--- src/rtl/sample_playback_pkg.sv ---
// Shared DAQ definitions: sample/word geometry, playback state encoding
// and small sizing helpers used by the playback and capture-side blocks.
package sample_playback_pkg;

    localparam int SAMPLE_W_DEF = 12;   // bits per audio/ADC sample
    localparam int WORD_W_DEF   = 64;   // packed FIFO word width
    localparam int LANES_DEF    = 4;    // 16-bit sample slots per word
    localparam int LANE_W       = 16;   // slot pitch inside a packed word

    typedef enum logic [1:0] {
        IDLE = 2'd0,
        RUN  = 2'd1,
        DONE = 2'd2
    } state_e;

    // Width of an index able to address n items (never narrower than 1 bit).
    function automatic int idx_w(input int n);
        return (n > 1) ? $clog2(n) : 1;
    endfunction

    // Number of packed words needed to hold len samples, rounded up.
    // Computed in 33 bits so a len near 2^32 cannot wrap.
    function automatic logic [31:0] words_for(input logic [31:0] len, input int lanes);
        logic [32:0] sum;
        sum = {1'b0, len} + 33'(lanes - 1);
        return 32'(sum / 33'(lanes));
    endfunction

endpackage

--- src/rtl/sample_playback.sv ---
// Sample playback engine: fetches packed words from a standard (non-FWFT)
// FIFO into a two-word buffer and releases one sample per sample_tick.
module sample_playback
    import sample_playback_pkg::*;
#(
    parameter int SAMPLE_W = SAMPLE_W_DEF,
    parameter int WORD_W   = WORD_W_DEF,
    parameter int LANES    = LANES_DEF
) (
    input  logic                clk,
    input  logic                rst_n,
    input  logic                play_en,
    input  logic [31:0]         play_len,
    input  logic                sample_tick,
    input  logic [WORD_W-1:0]   fifo_dout,
    input  logic                fifo_empty,
    input  logic                fifo_valid,
    output logic                fifo_rd_en,
    output logic [SAMPLE_W-1:0] sample_out,
    output logic                sample_valid,
    output logic                underrun,
    output logic [31:0]         play_end
);

    localparam int LIDX_W = idx_w(LANES);
    localparam int BUF_W  = LANES * SAMPLE_W;
    localparam logic [LIDX_W-1:0] LANE_LAST = LIDX_W'(LANES - 1);

    state_e                state_q, state_d;
    logic [31:0]           remaining_q, remaining_d;
    logic [31:0]           fetch_q, fetch_d;
    logic [LIDX_W-1:0]     lane_q, lane_d;
    logic [BUF_W-1:0]      cur_q, cur_d;
    logic [BUF_W-1:0]      next_q, next_d;
    logic                  cur_full_q, cur_full_d;
    logic                  next_full_q, next_full_d;
    logic                  pend_q, pend_d;
    logic [SAMPLE_W-1:0]   sample_q, sample_d;
    logic                  valid_q, valid_d;
    logic                  underrun_q, underrun_d;

    logic [BUF_W-1:0]      fifo_samples;
    logic [SAMPLE_W-1:0]   cur_lane [LANES];
    logic                  start;
    logic                  run_ok;
    logic                  unused_fifo_bits;

    // Strip the unused top nibble of each 16-bit slot on the way in, and
    // expose the current word as an array of lanes for the output mux.
    generate
        for (genvar gi = 0; gi < LANES; gi++) begin : g_lane
            assign fifo_samples[gi*SAMPLE_W +: SAMPLE_W] = fifo_dout[gi*LANE_W +: SAMPLE_W];
            assign cur_lane[gi] = cur_q[gi*SAMPLE_W +: SAMPLE_W];
        end
    endgenerate

    // Slot padding bits carry no sample data.
    assign unused_fifo_bits = ^fifo_dout;

    assign start  = (state_q == IDLE) && play_en && (play_len != 32'd0);
    assign run_ok = (state_q == RUN) && play_en;

    // FSM state register.
    always_ff @(posedge clk or negedge rst_n) begin
        if (!rst_n) begin
            state_q <= IDLE;
        end else begin
            state_q <= state_d;
        end
    end

    // FSM next-state: zero-length requests finish at once, enable low aborts.
    always_comb begin
        state_d = state_q;
        case (state_q)
            IDLE: if (play_en) state_d = (play_len == 32'd0) ? DONE : RUN;
            RUN: begin
                if (!play_en)                   state_d = IDLE;
                else if (remaining_q == 32'd0)  state_d = DONE;
            end
            DONE: if (!play_en) state_d = IDLE;
            default: state_d = IDLE;
        endcase
    end

    // FSM outputs: status word and single-outstanding FIFO read request.
    always_comb begin
        play_end   = {31'b0, state_q == DONE};
        fifo_rd_en = run_ok && (remaining_q != 32'd0) && !next_full_q && !pend_q
                     && !fifo_empty && (fetch_q != 32'd0);
    end

    // Datapath next-state: fetch, buffer shuffle, sample release, underrun.
    always_comb begin
        remaining_d = remaining_q;
        fetch_d     = fetch_q;
        lane_d      = lane_q;
        cur_d       = cur_q;
        next_d      = next_q;
        cur_full_d  = cur_full_q;
        next_full_d = next_full_q;
        pend_d      = pend_q;
        sample_d    = sample_q;
        valid_d     = 1'b0;
        underrun_d  = underrun_q;

        if (start) begin
            remaining_d = play_len;
            fetch_d     = words_for(play_len, LANES);
            lane_d      = '0;
            cur_full_d  = 1'b0;
            next_full_d = 1'b0;
            pend_d      = 1'b0;
            underrun_d  = 1'b0;
        end else if (!run_ok) begin
            // Idle, done or aborting: drop buffers, counters and any read in
            // flight so a late FIFO word cannot leak into the next run.
            remaining_d = '0;
            fetch_d     = '0;
            lane_d      = '0;
            cur_full_d  = 1'b0;
            next_full_d = 1'b0;
            pend_d      = 1'b0;
        end else begin
            if (fifo_rd_en) begin
                pend_d  = 1'b1;
                fetch_d = fetch_q - 32'd1;
            end

            if (sample_tick && (remaining_q != 32'd0)) begin
                if (cur_full_q) begin
                    sample_d    = cur_lane[lane_q];
                    valid_d     = 1'b1;
                    remaining_d = remaining_q - 32'd1;
                    if (lane_q == LANE_LAST) begin
                        // Refill in the same cycle so back-to-back ticks never gap.
                        cur_full_d = next_full_q;
                        if (next_full_q) begin
                            cur_d       = next_q;
                            next_full_d = 1'b0;
                        end
                        lane_d = '0;
                    end else begin
                        lane_d = lane_q + LIDX_W'(1);
                    end
                end else begin
                    underrun_d = 1'b1;
                end
            end

            if (!cur_full_q && next_full_q) begin
                cur_d       = next_q;
                cur_full_d  = 1'b1;
                next_full_d = 1'b0;
                lane_d      = '0;
            end

            // The returning FIFO word always lands in next; next is known empty
            // here because a read is only issued while next is empty.
            if (fifo_valid && pend_q) begin
                next_d      = fifo_samples;
                next_full_d = 1'b1;
                pend_d      = 1'b0;
            end
        end
    end

    // Datapath registers.
    always_ff @(posedge clk or negedge rst_n) begin
        if (!rst_n) begin
            remaining_q <= '0;
            fetch_q     <= '0;
            lane_q      <= '0;
            cur_q       <= '0;
            next_q      <= '0;
            cur_full_q  <= 1'b0;
            next_full_q <= 1'b0;
            pend_q      <= 1'b0;
            sample_q    <= '0;
            valid_q     <= 1'b0;
            underrun_q  <= 1'b0;
        end else begin
            remaining_q <= remaining_d;
            fetch_q     <= fetch_d;
            lane_q      <= lane_d;
            cur_q       <= cur_d;
            next_q      <= next_d;
            cur_full_q  <= cur_full_d;
            next_full_q <= next_full_d;
            pend_q      <= pend_d;
            sample_q    <= sample_d;
            valid_q     <= valid_d;
            underrun_q  <= underrun_d;
        end
    end

    assign sample_out   = sample_q;
    assign sample_valid = valid_q;
    assign underrun     = underrun_q;

endmodule

--- config.mk ---
export PLATFORM = sky130hd
export DESIGN_NAME = sample_playback
export DESIGN_NICKNAME = d
export VERILOG_FILES = /design/src/rtl/sample_playback_pkg.sv /design/src/rtl/sample_playback.sv
export SDC_FILE = /design/constraint.sdc
export NUM_CORES = 1
export LEC_CHECK = 0
export CAP_MARGIN = 20
export CORE_MARGIN = 4
export CORE_UTILIZATION = 59
export DETAILED_ROUTE_END_ITERATION = 8
export PLACE_DENSITY = 0.86
export SLEW_MARGIN = 15
export SYNTH_ARGS = -nofsm -noshare
export SYNTH_HDL_FRONTEND = slang
export SYNTH_SLANG_ARGS = --single-unit
--- constraint.sdc ---
create_clock -name clk -period 6.2 [get_ports clk]
set_input_delay 0.62 -clock clk [delete_from_list [all_inputs] [get_ports clk]]
set_output_delay 0.62 -clock clk [all_outputs]
set_load 0.02 [all_outputs]
==> results of run 1 <==
-- path summary, 6_finish.rpt --
kind                           startpoint           end  slack (ns)  depth (start not counted)
min in group clk              fetch_q[29]   fetch_q[29]        0.49                          1
setup / recovery               fetch_q[4]    fifo_rd_en        1.64                          6
hold reg to reg               fetch_q[29]   fetch_q[29]        0.49                          1
hold / removal                      rst_n  sample_valid        0.30                          1
setup reg to reg           remaining_q[0]     cur_q[27]        2.23                          9
max in group asynchronous           rst_n     cur_q[16]        4.34                          2
-- power groups by stage --
stage               Combinational, mW  Sequential (mW)  Clock (mW)
global placement                0.793             1.51           0
detailed placement              0.819             1.52           0
global route                    0.928             1.53        1.10
floorplan                       0.609             1.48           0
finish                          0.846             1.51        1.04
CTS                             0.828             1.50        1.05
-- kinds of logic after synthesis --
kind of cell	count (synthesis)	synth area share (%)
simple gates	301	15.5
compound gates	213	14.6
flops	181	45.7
mux	120	15.8
buf+inv	101	5.70
xor+xnor	26	2.30
fa+ha+maj	3	0.379
other cells	1	0.0379
-- critical path, cell delays in order, from the launching register on --
cell	delay [ns]
dfrtp_1	0.42
or4_1	0.62
nor3_1	0.84
nand4_1	0.35
nand3_1	0.62
nor2_1	0.09
clkdlybuf4s50_1	0.57
-- registers in the layout, summed over array words and instances (netlist names), 2 cells and up --
| signal | flops |
|---|---|
| cur_q | 48 |
| next_q | 48 |
| fetch_q | 32 |
| remaining_q | 32 |
| sample_out | 12 |
| lane_q | 2 |
| state_q | 2 |
-- cell usage in the layout, fill, tap and decap left out, types with 5 or more instances in the layout --
master | Yosys | layout
dfrtp_1 | 181 | 181
clkdlybuf4s50_1 | 0 | 100
mux2_2 | 88 | 88
nand2_1 | 73 | 73
a21oi_1 | 57 | 57
nor2_1 | 55 | 55
o21ai_0 | 41 | 41
nor4_1 | 35 | 35
nand3_1 | 33 | 33
conb_1 | 1 | 31
nor3_1 | 28 | 28
mux2_4 | 20 | 20
clkbuf_16 | 0 | 17
nand4_1 | 16 | 16
inv_1 | 15 | 15
xor2_1 | 14 | 14
or3_1 | 12 | 12
xnor2_1 | 12 | 12
mux4_2 | 12 | 12
a31oi_1 | 11 | 11
o22ai_1 | 11 | 11
buf_4 | 33 | 11
or4_1 | 9 | 9
o311ai_0 | 9 | 9
a21o_1 | 9 | 9
and3_1 | 8 | 7
and2_1 | 8 | 7
o211ai_1 | 7 | 7
o31ai_1 | 7 | 6
o22a_1 | 6 | 6
inv_6 | 0 | 6
nand2b_1 | 5 | 5
a32oi_1 | 5 | 5
-- per-layer routing --
metal | wire length [microns] | vias to the layer above | track usage [%]
met5 | 0 | - | 0
met4 | 729 | 0 | 9.70
met3 | 2160 | 73 | 6.46
met2 | 12500 | 450 | 43.8
met1 | 10100 | 3997 | 37.0
li1 | - | 3640 | -
-- final cells by class --
type	count	area share [%]
clock inverters	14	1.16
well taps	220	2.41
multi-input cells	694	43.1
clock buffers	17	3.72
flip-flops and latches	181	39.6
inverters	15	0.492
repair buffers	112	9.57
-- per-stage QoR --
stage	setup WS, ns	total power, mW	std cells	util, %	hold WS, ns
floorplan	3.13	2.09	976	-	0.324
global placement	2.32	2.30	1221	65.8	0.468
detailed placement	2.22	2.34	1221	65.8	0.478
CTS	1.78	3.38	1252	69.2	0.341
global route	1.53	3.56	1253	69.3	0.383
finish	1.64	3.40	1253	69.3	0.300
==> results.py, run 1 <==
metrics = {
    "yosys": {
        "synthFlopType": "dfrtp_1",
        "synth_area_leaders": "dfrtp_1 46%, mux2_2 10%, mux2_4 3.0%",
        "synth_cell_types": 70,
        "avgSynthCellArea_sq_um": 10.5,
        "ys_seq_elements": 181,
        "synth_commonest_cells": "181 x dfrtp_1, 88 x mux2_2, 73 x nand2_1",
        "synth-edff-count": 0,
        "yosysSeqAreaShare_pct": 45.7,
        "netlist.area_leader.share_pct": 45.7,
        "async_flop_share_pct": 100,
        "yosys_warnings": 0,
        "post-synth-top-count-cell": "dfrtp_1",
        "synth_cells": 946,
        "syn_area_sq_um": 9900,
        "synth.largest_area_cell": "dfrtp_1",
    },
    "worst_setup_path": {
        "cp_max_fo": 16,
        "start_kind": "flop",
        "end_kind": "output port",
        "worstPathRequired_ns": 5.58,
        "cp.arrival_ns": 3.94,
        "critical_path_class": "flop to output port",
    },
    "route": {
        "vias": 8160,
        "wl_microns": 25500,
        "dr.first_iter.drc_count": 1068,
        "postRouteAntennaNets": 0,
        "drcViolationCount": 0,
        "firstDrtPassIters": 7,
        "via_per_inst": 6.51,
        "wire_per_inst_microns": 20.4,
    },
    "timing": {
        "setup_viol": 0,
        "min_period_over_period_pct": 73.5,
        "hold_viol": 0,
        "worst_clock_skew_ns": 0.0130,
        "period_needed_ns": 4.56,
        "worstMarginPinSlew_ns": 1.05,
        "rsz0062_at_grt": "no",
        "max_freq_mhz": 219,
        "setup_tns_ns": 0,
        "relSlewSlack_pct": 29.6,
        "maxSlewViolCount": 0,
    },
    "cts": {
        "htreeDepth": 4,
        "cts_setup_buffers": 0,
        "cts_inserted_buffers": 17,
        "insertion_delay_ns": 0.44,
        "cts_resized": 0,
        "path_clk_slew_ns": 0.07,
        "cts.path.max_buffers": 2,
        "ctsHoldBuffers": 0,
        "cts-root-buf": "clkbuf_16",
        "clock-sinks": 181,
        "cts_tree": "yes",
    },
    "global_route": {
        "grt_pass1_vias": 7886,
        "antenna_found_initial": 0,
        "grt_pass1_wl_microns": 40800,
        "grt-ovfl-total": 0,
        "grt_use_total_pct": 27.5,
        "grt_start_max_net_pins": 104,
    },
    "pwr": {
        "power_frac_comb_pct": 24.9,
        "p_int_mw": 2.25,
        "p_sw_mw": 1.15,
        "clkPwrFrac_pct": 30.7,
        "ir_worst_vdd_uv": 225,
        "power.leakage_nw": 5.06,
        "switching_share_pct": 33.9,
        "cellPowerDensity_nw_per_um2": 297,
        "pwr-share-seq_pct": 44.4,
    },
    "floorplan": {
        "io_pins": 149,
        "initial_utilization_pct": 59.9,
        "core_area_sq_um": 16500,
        "die_h_microns": 138,
        "die_w_microns": 138,
        "rows": 47,
        "die_area_sq_um": 18900,
    },
    "outcome": {
        "status": "complete, no violations",
    },
    "hold_path": {
        "hold_class": "input port to asynchronous set/reset pin",
    },
    "final_layout": {
        "syn_to_final_growth_pct": 15.6,
        "layout-drive-gt1-share_pct": 17.6,
        "n_antenna_cell": 0,
        "layout.nets": 1126,
        "design_area_sq_um": 11400,
        "regArea_sq_um": 4530,
        "fillCellCount": 1182,
        "multi_input_area_sq_um": 4930,
    },
    "place": {
        "portBuffers": 101,
        "gp_congestion": 0.961,
        "placed_cell_area_sq_um": 10900,
        "place_hpwl_microns": 16800,
    },
    "job": {
        "max-cap-violations": 0,
    },
}
Note: power is estimated with default switching activity, not from simulation.
==> run 2, diff against run 1 <==
CORE_UTILIZATION = 55   (was 59)
PLACE_DENSITY = 0.81   (was 0.86)
clock period = 4.8 ns   (was 6.2 ns; I/O delays follow)
==> run 2 against run 1 <==
Against the previous run: critical path depth is 2 higher; global-route usage is 2.5 points lower; flip-flop and latch count stayed put; combinational power is 31% higher; die area is 6.8% higher; worst setup slack worse by 0.56 ns; core utilization is 3.1 points lower; power is 32% higher; sequential share of layout area is 0.43 points lower; routed wire length is 0.27% lower; cell count is 0.96% higher; clock-buffer cell count stayed put.
==> results.py, run 2 (synthesized netlist as in run 1, its figures left out) <==
metrics = {
    "outcome": {
        "status": "complete, no violations",
    },
    "pwr": {
        "p_int_mw": 2.94,
        "clkPwrFrac_pct": 31.7,
        "ir_worst_vdd_uv": 295,
        "pwr-share-seq_pct": 43.6,
        "switching_share_pct": 34.1,
        "power_frac_comb_pct": 24.7,
        "cellPowerDensity_nw_per_um2": 386,
        "p_sw_mw": 1.53,
        "power.leakage_nw": 5.12,
    },
    "cts": {
        "cts_setup_buffers": 0,
        "path_clk_slew_ns": 0.08,
        "ctsHoldBuffers": 0,
        "clock-sinks": 181,
        "htreeDepth": 4,
        "cts.path.max_buffers": 2,
        "cts-root-buf": "clkbuf_16",
        "insertion_delay_ns": 0.44,
        "cts_inserted_buffers": 17,
        "cts_tree": "yes",
        "cts_resized": 0,
    },
    "floorplan": {
        "die_w_microns": 142,
        "core_area_sq_um": 17500,
        "die_h_microns": 142,
        "die_area_sq_um": 20200,
        "rows": 48,
        "initial_utilization_pct": 56.7,
        "io_pins": 149,
    },
    "timing": {
        "maxSlewViolCount": 0,
        "max_freq_mhz": 269,
        "worstMarginPinSlew_ns": 1.07,
        "setup_tns_ns": 0,
        "hold_viol": 0,
        "period_needed_ns": 3.72,
        "rsz0062_at_grt": "no",
        "relSlewSlack_pct": 28.2,
        "whs_ns": 0.120,
        "setup_viol": 0,
        "worst_clock_skew_ns": 0.0137,
        "min_period_over_period_pct": 77.5,
    },
    "route": {
        "postRouteAntennaNets": 0,
        "wire_per_inst_microns": 20.1,
        "wl_microns": 25400,
        "dr.first_iter.drc_count": 1020,
        "via_per_inst": 6.35,
        "firstDrtPassIters": 6,
        "drcViolationCount": 0,
        "vias": 8031,
    },
    "final_layout": {
        "regArea_sq_um": 4530,
        "final_common_cell": "dfrtp_1",
        "layout-drive-gt1-share_pct": 18.2,
        "syn_to_final_growth_pct": 16.8,
        "n_antenna_cell": 0,
        "post-route-util_pct": 66.2,
        "multi_input_area_sq_um": 4930,
        "fillCellCount": 1284,
        "layout.nets": 1132,
        "mostFrequentLayoutCells": "181 x dfrtp_1, 100 x clkdlybuf4s50_1, 88 x mux2_2, 73 x nand2_1, 57 x a21oi_1",
        "largestRegisters": "cur_q (48), next_q (48)",
        "fin_cells": 1265,
    },
    "worst_setup_path": {
        "cp_max_fo": 9,
        "critical_path_buf_inv_count": 2,
        "end_kind": "output port",
        "cpMaxStageDelayCell": "or4_4",
        "cp.arrival_ns": 3.24,
        "path_cells": "inv_1 -> ha_1 -> nor3b_1 -> nand4_1 -> or4_4 -> nand3_1 -> nor2_1 -> clkdlybuf4s50_1",
        "critPathTopFamily": "simple AND/OR/NAND/NOR gates",
        "worstPathRequired_ns": 4.32,
        "start_kind": "flop",
        "cp_slowest_stage_delay_ns": 0.58,
        "critical_path_class": "flop to output port",
    },
    "job": {
        "max-cap-violations": 0,
    },
    "place": {
        "portBuffers": 101,
        "gp_congestion": 0.964,
        "place_hpwl_microns": 17200,
        "dp_cells": 1233,
    },
    "global_route": {
        "antenna_found_initial": 0,
        "grt_pass1_wl_microns": 40000,
        "grt_pass1_vias": 7686,
        "grt_use_total_pct": 25.0,
        "grt_start_max_net_pins": 107,
        "grt-ovfl-total": 0,
    },
    "hold_path": {
        "hold_class": "input port to asynchronous set/reset pin",
    },
}
## run 2: cell types whose count changed in the layout (fill, tap and decap cells not counted), sizes merged
cell / previous run / this run
inv: 24 / 22
clkinv: 4 / 8
buf: 12 / 18
clkinvlp: 1 / 0
## run 2: power groups by stage
stage / registers (mW) / logic, mW / clock network [mW]
after floorplan: 1.91 / 0.787 / 0
after global placement: 1.95 / 1.04 / 0
after detailed placement: 1.97 / 1.07 / 0
after CTS: 1.94 / 1.08 / 1.43
after global routing: 1.98 / 1.20 / 1.50
final: 1.95 / 1.11 / 1.42
## run 2: final timing paths
check	from	to	slack, ns	cells after the start
worst max-delay path	remaining_q[0]	fifo_rd_en	1.08	8
min in group clk	next_q[32]	cur_q[32]	0.51	1
worst min register to register	next_q[32]	cur_q[32]	0.51	1
max in group asynchronous	rst_n	state_q[0]	3.52	2
worst min-delay path	rst_n	remaining_q[17]	0.12	1
worst max register to register	remaining_q[0]	cur_q[20]	1.20	9
## run 2: routing by layer
layer | share of wire [%] | global-route usage, % | vias up
met1 | 41 | 33.8 | 3881
met4 | 2.7 | 9.44 | 0
met3 | 9.0 | 5.68 | 75
met5 | 0 | 0 | -
met2 | 48 | 39.6 | 433
li1 | - | - | 3642
## run 2: final cells by class
cell class	instances	area share (%)
timing repair buffer	118	9.96
sequential	181	39.1
tap	225	2.43
clock inverter	15	1.68
clock buffer	17	3.68
inverter	15	0.487
multi-input combinational	694	42.6
## run 2: per-stage QoR
stage / power (mW) / area (sq um) / worst slack [ns]
after floorplan: 2.70 / 10000 / 1.80
after global placement: 3.00 / 11000 / 1.24
after detailed placement: 3.04 / 11000 / 1.22
after CTS: 4.46 / 11600 / 1.09
after global routing: 4.69 / 11600 / 0.920
final: 4.47 / 11600 / 1.08
## run 2: worst reg2reg max path, cell delays in order, from the launching register on
cell and delay, ns:
dfrtp_1 0.38, inv_1 0.09, ha_1 0.22, nor3b_1 0.47, nand4_1 0.28, or4_4 0.58, a31o_4 0.29, nand3_2 0.53
buf_12 0.28, mux2_2 0.38
==> RTL edit, RTL diff (flow settings as in run 1) <==
Set the package constant `SAMPLE_W_DEF` to 6 (it was 12).
--- a/src/rtl/sample_playback_pkg.sv
+++ b/src/rtl/sample_playback_pkg.sv
@@ -2,7 +2,7 @@
 // and small sizing helpers used by the playback and capture-side blocks.
 package sample_playback_pkg;
 
-    localparam int SAMPLE_W_DEF = 12;   // bits per audio/ADC sample
+    localparam int SAMPLE_W_DEF = 6;   // bits per audio/ADC sample
     localparam int WORD_W_DEF   = 64;   // packed FIFO word width
     localparam int LANES_DEF    = 4;    // 16-bit sample slots per word
     localparam int LANE_W       = 16;   // slot pitch inside a packed word
Interface: changed (resized sample_out); port bits go from 149 to 143. The function was not compared with the original's and may differ.
==> RTL edit against run 1 <==
Synthesized cell count decreased by 15%; wire length down 16%; sequential cell count down 54; count of clock-buffer cells in the layout rose by 3; worst setup slack improved by 330 ps; global-route usage rose by 1.7 points; clock power fell by 4%; synthesized area down 22%; critical path depth increased by 2; first-iteration DRC count down 16%; non-clock buffer count down 30; cell area shrank 22%; total power is 17% lower; critical endpoint unchanged; highest routed layer unchanged.
==> RTL edit: results (changes against run 1) <==
Status: finished clean
Critical path origin: remaining_q[0]
Met2 Use GR: 0.475 (+0.0369)
Die Ht: 122 um (-11%)
Combinational Power: 745 uW (-12%)
Post-Synth Adder-Cell Area: 0.00487 (+0.00108)
Largest family of logic cells by synthesized area: simple AND/OR/NAND/NOR gates
Clock Skew: 7.65 ps (-5.39 ps)
XOR/XNOR share of the synthesized area: 0.0330 (+0.00997)
Worst-Margin Slew: 974 ps (-73.3 ps)
Share of cells above drive strength 1: 0.142 (-0.0340)
Via count: 6874 (-16%)
Multiplexer share of the synthesized area: 0.108 (-0.0502)
R2r worst-path depth: 8 (-1)
Hold WS: 280 ps (-19.5 ps)
Yosys cell types: 74 (+5.7%)
PwrDens: 315 nW/um^2 (+6.0%)
Register area share after synthesis: 0.412 (-0.0448)
Vias in the first global route: 6551 (-17%)
Port Buf Inserts: 71 (-30%)
Final wirelength: 21400 um (-16%)
Largest registers: fetch_q: 32 flops, remaining_q: 32 flops
Placement Setup Slack: 2440 ps (+220 ps)
Peak fanout along the critical path: 15 (-1)
Post-DP Area: 8350 um^2 (-23%)
Fraction of the mapped netlist area in compound gates: 0.183 (+0.0372)
Worst Path Arrival: 3610 ps (-330 ps)
Post-DP HPWL: 14300 um (-15%)
Fillers: 912 (-23%)
Leakage power: 0.00381 uW (-25%)
R2R setup slack: 2870 ps (+640 ps)
Max rail drop VDD: 0.243 mV (+7.9%)
Routed wl met3: 1840 um (-15%)
Total GRT Usage: 0.291 (+0.0166)
First-pass GRT wire length: 33800 um (-17%)
Final cell count without fillers: 1030 (-18%)
Post-synthesis cell count: 800 (-15%)
GRT met1 Usage: 0.379 (+0.00887)
Main area contributors after synthesis: dfrtp_1 (41%), mux2_2 (5.0%), mux2_4 (3.9%)
Power in sequential cells: 1080 uW (-28%)
WL met2: 10600 um (-15%)
RTL edit: cell types whose count changed after synthesis, sizes merged, moves of 9 or more:
cell	delta
nand2	-13
a21oi	-11
nor4	-9
nor2	-11
dfrtp	-54
mux2	-54
RTL edit: critical path, stage by stage (launching register included):
cell             delay (ps)
dfrtp_1                 410
inv_1                    80
ha_1                    180
nor3b_1                 510
and3_1                  400
nand3_2                 260
nand3_1                 640
nor2_1                  130
clkdlybuf4s50_1         580
RTL edit: area by class of cell:
| type | instances | area [um^2] | area share |
|---|---|---|---|
| inverter | 12 | 45.0 | 0.00502 |
| timing repair buffer | 82 | 811 | 0.0903 |
| sequential | 127 | 3180 | 0.354 |
| clock buffer | 20 | 457 | 0.0509 |
| tap | 172 | 215 | 0.0240 |
| clock inverter | 12 | 136 | 0.0152 |
| multi-input combinational | 605 | 4130 | 0.460 |
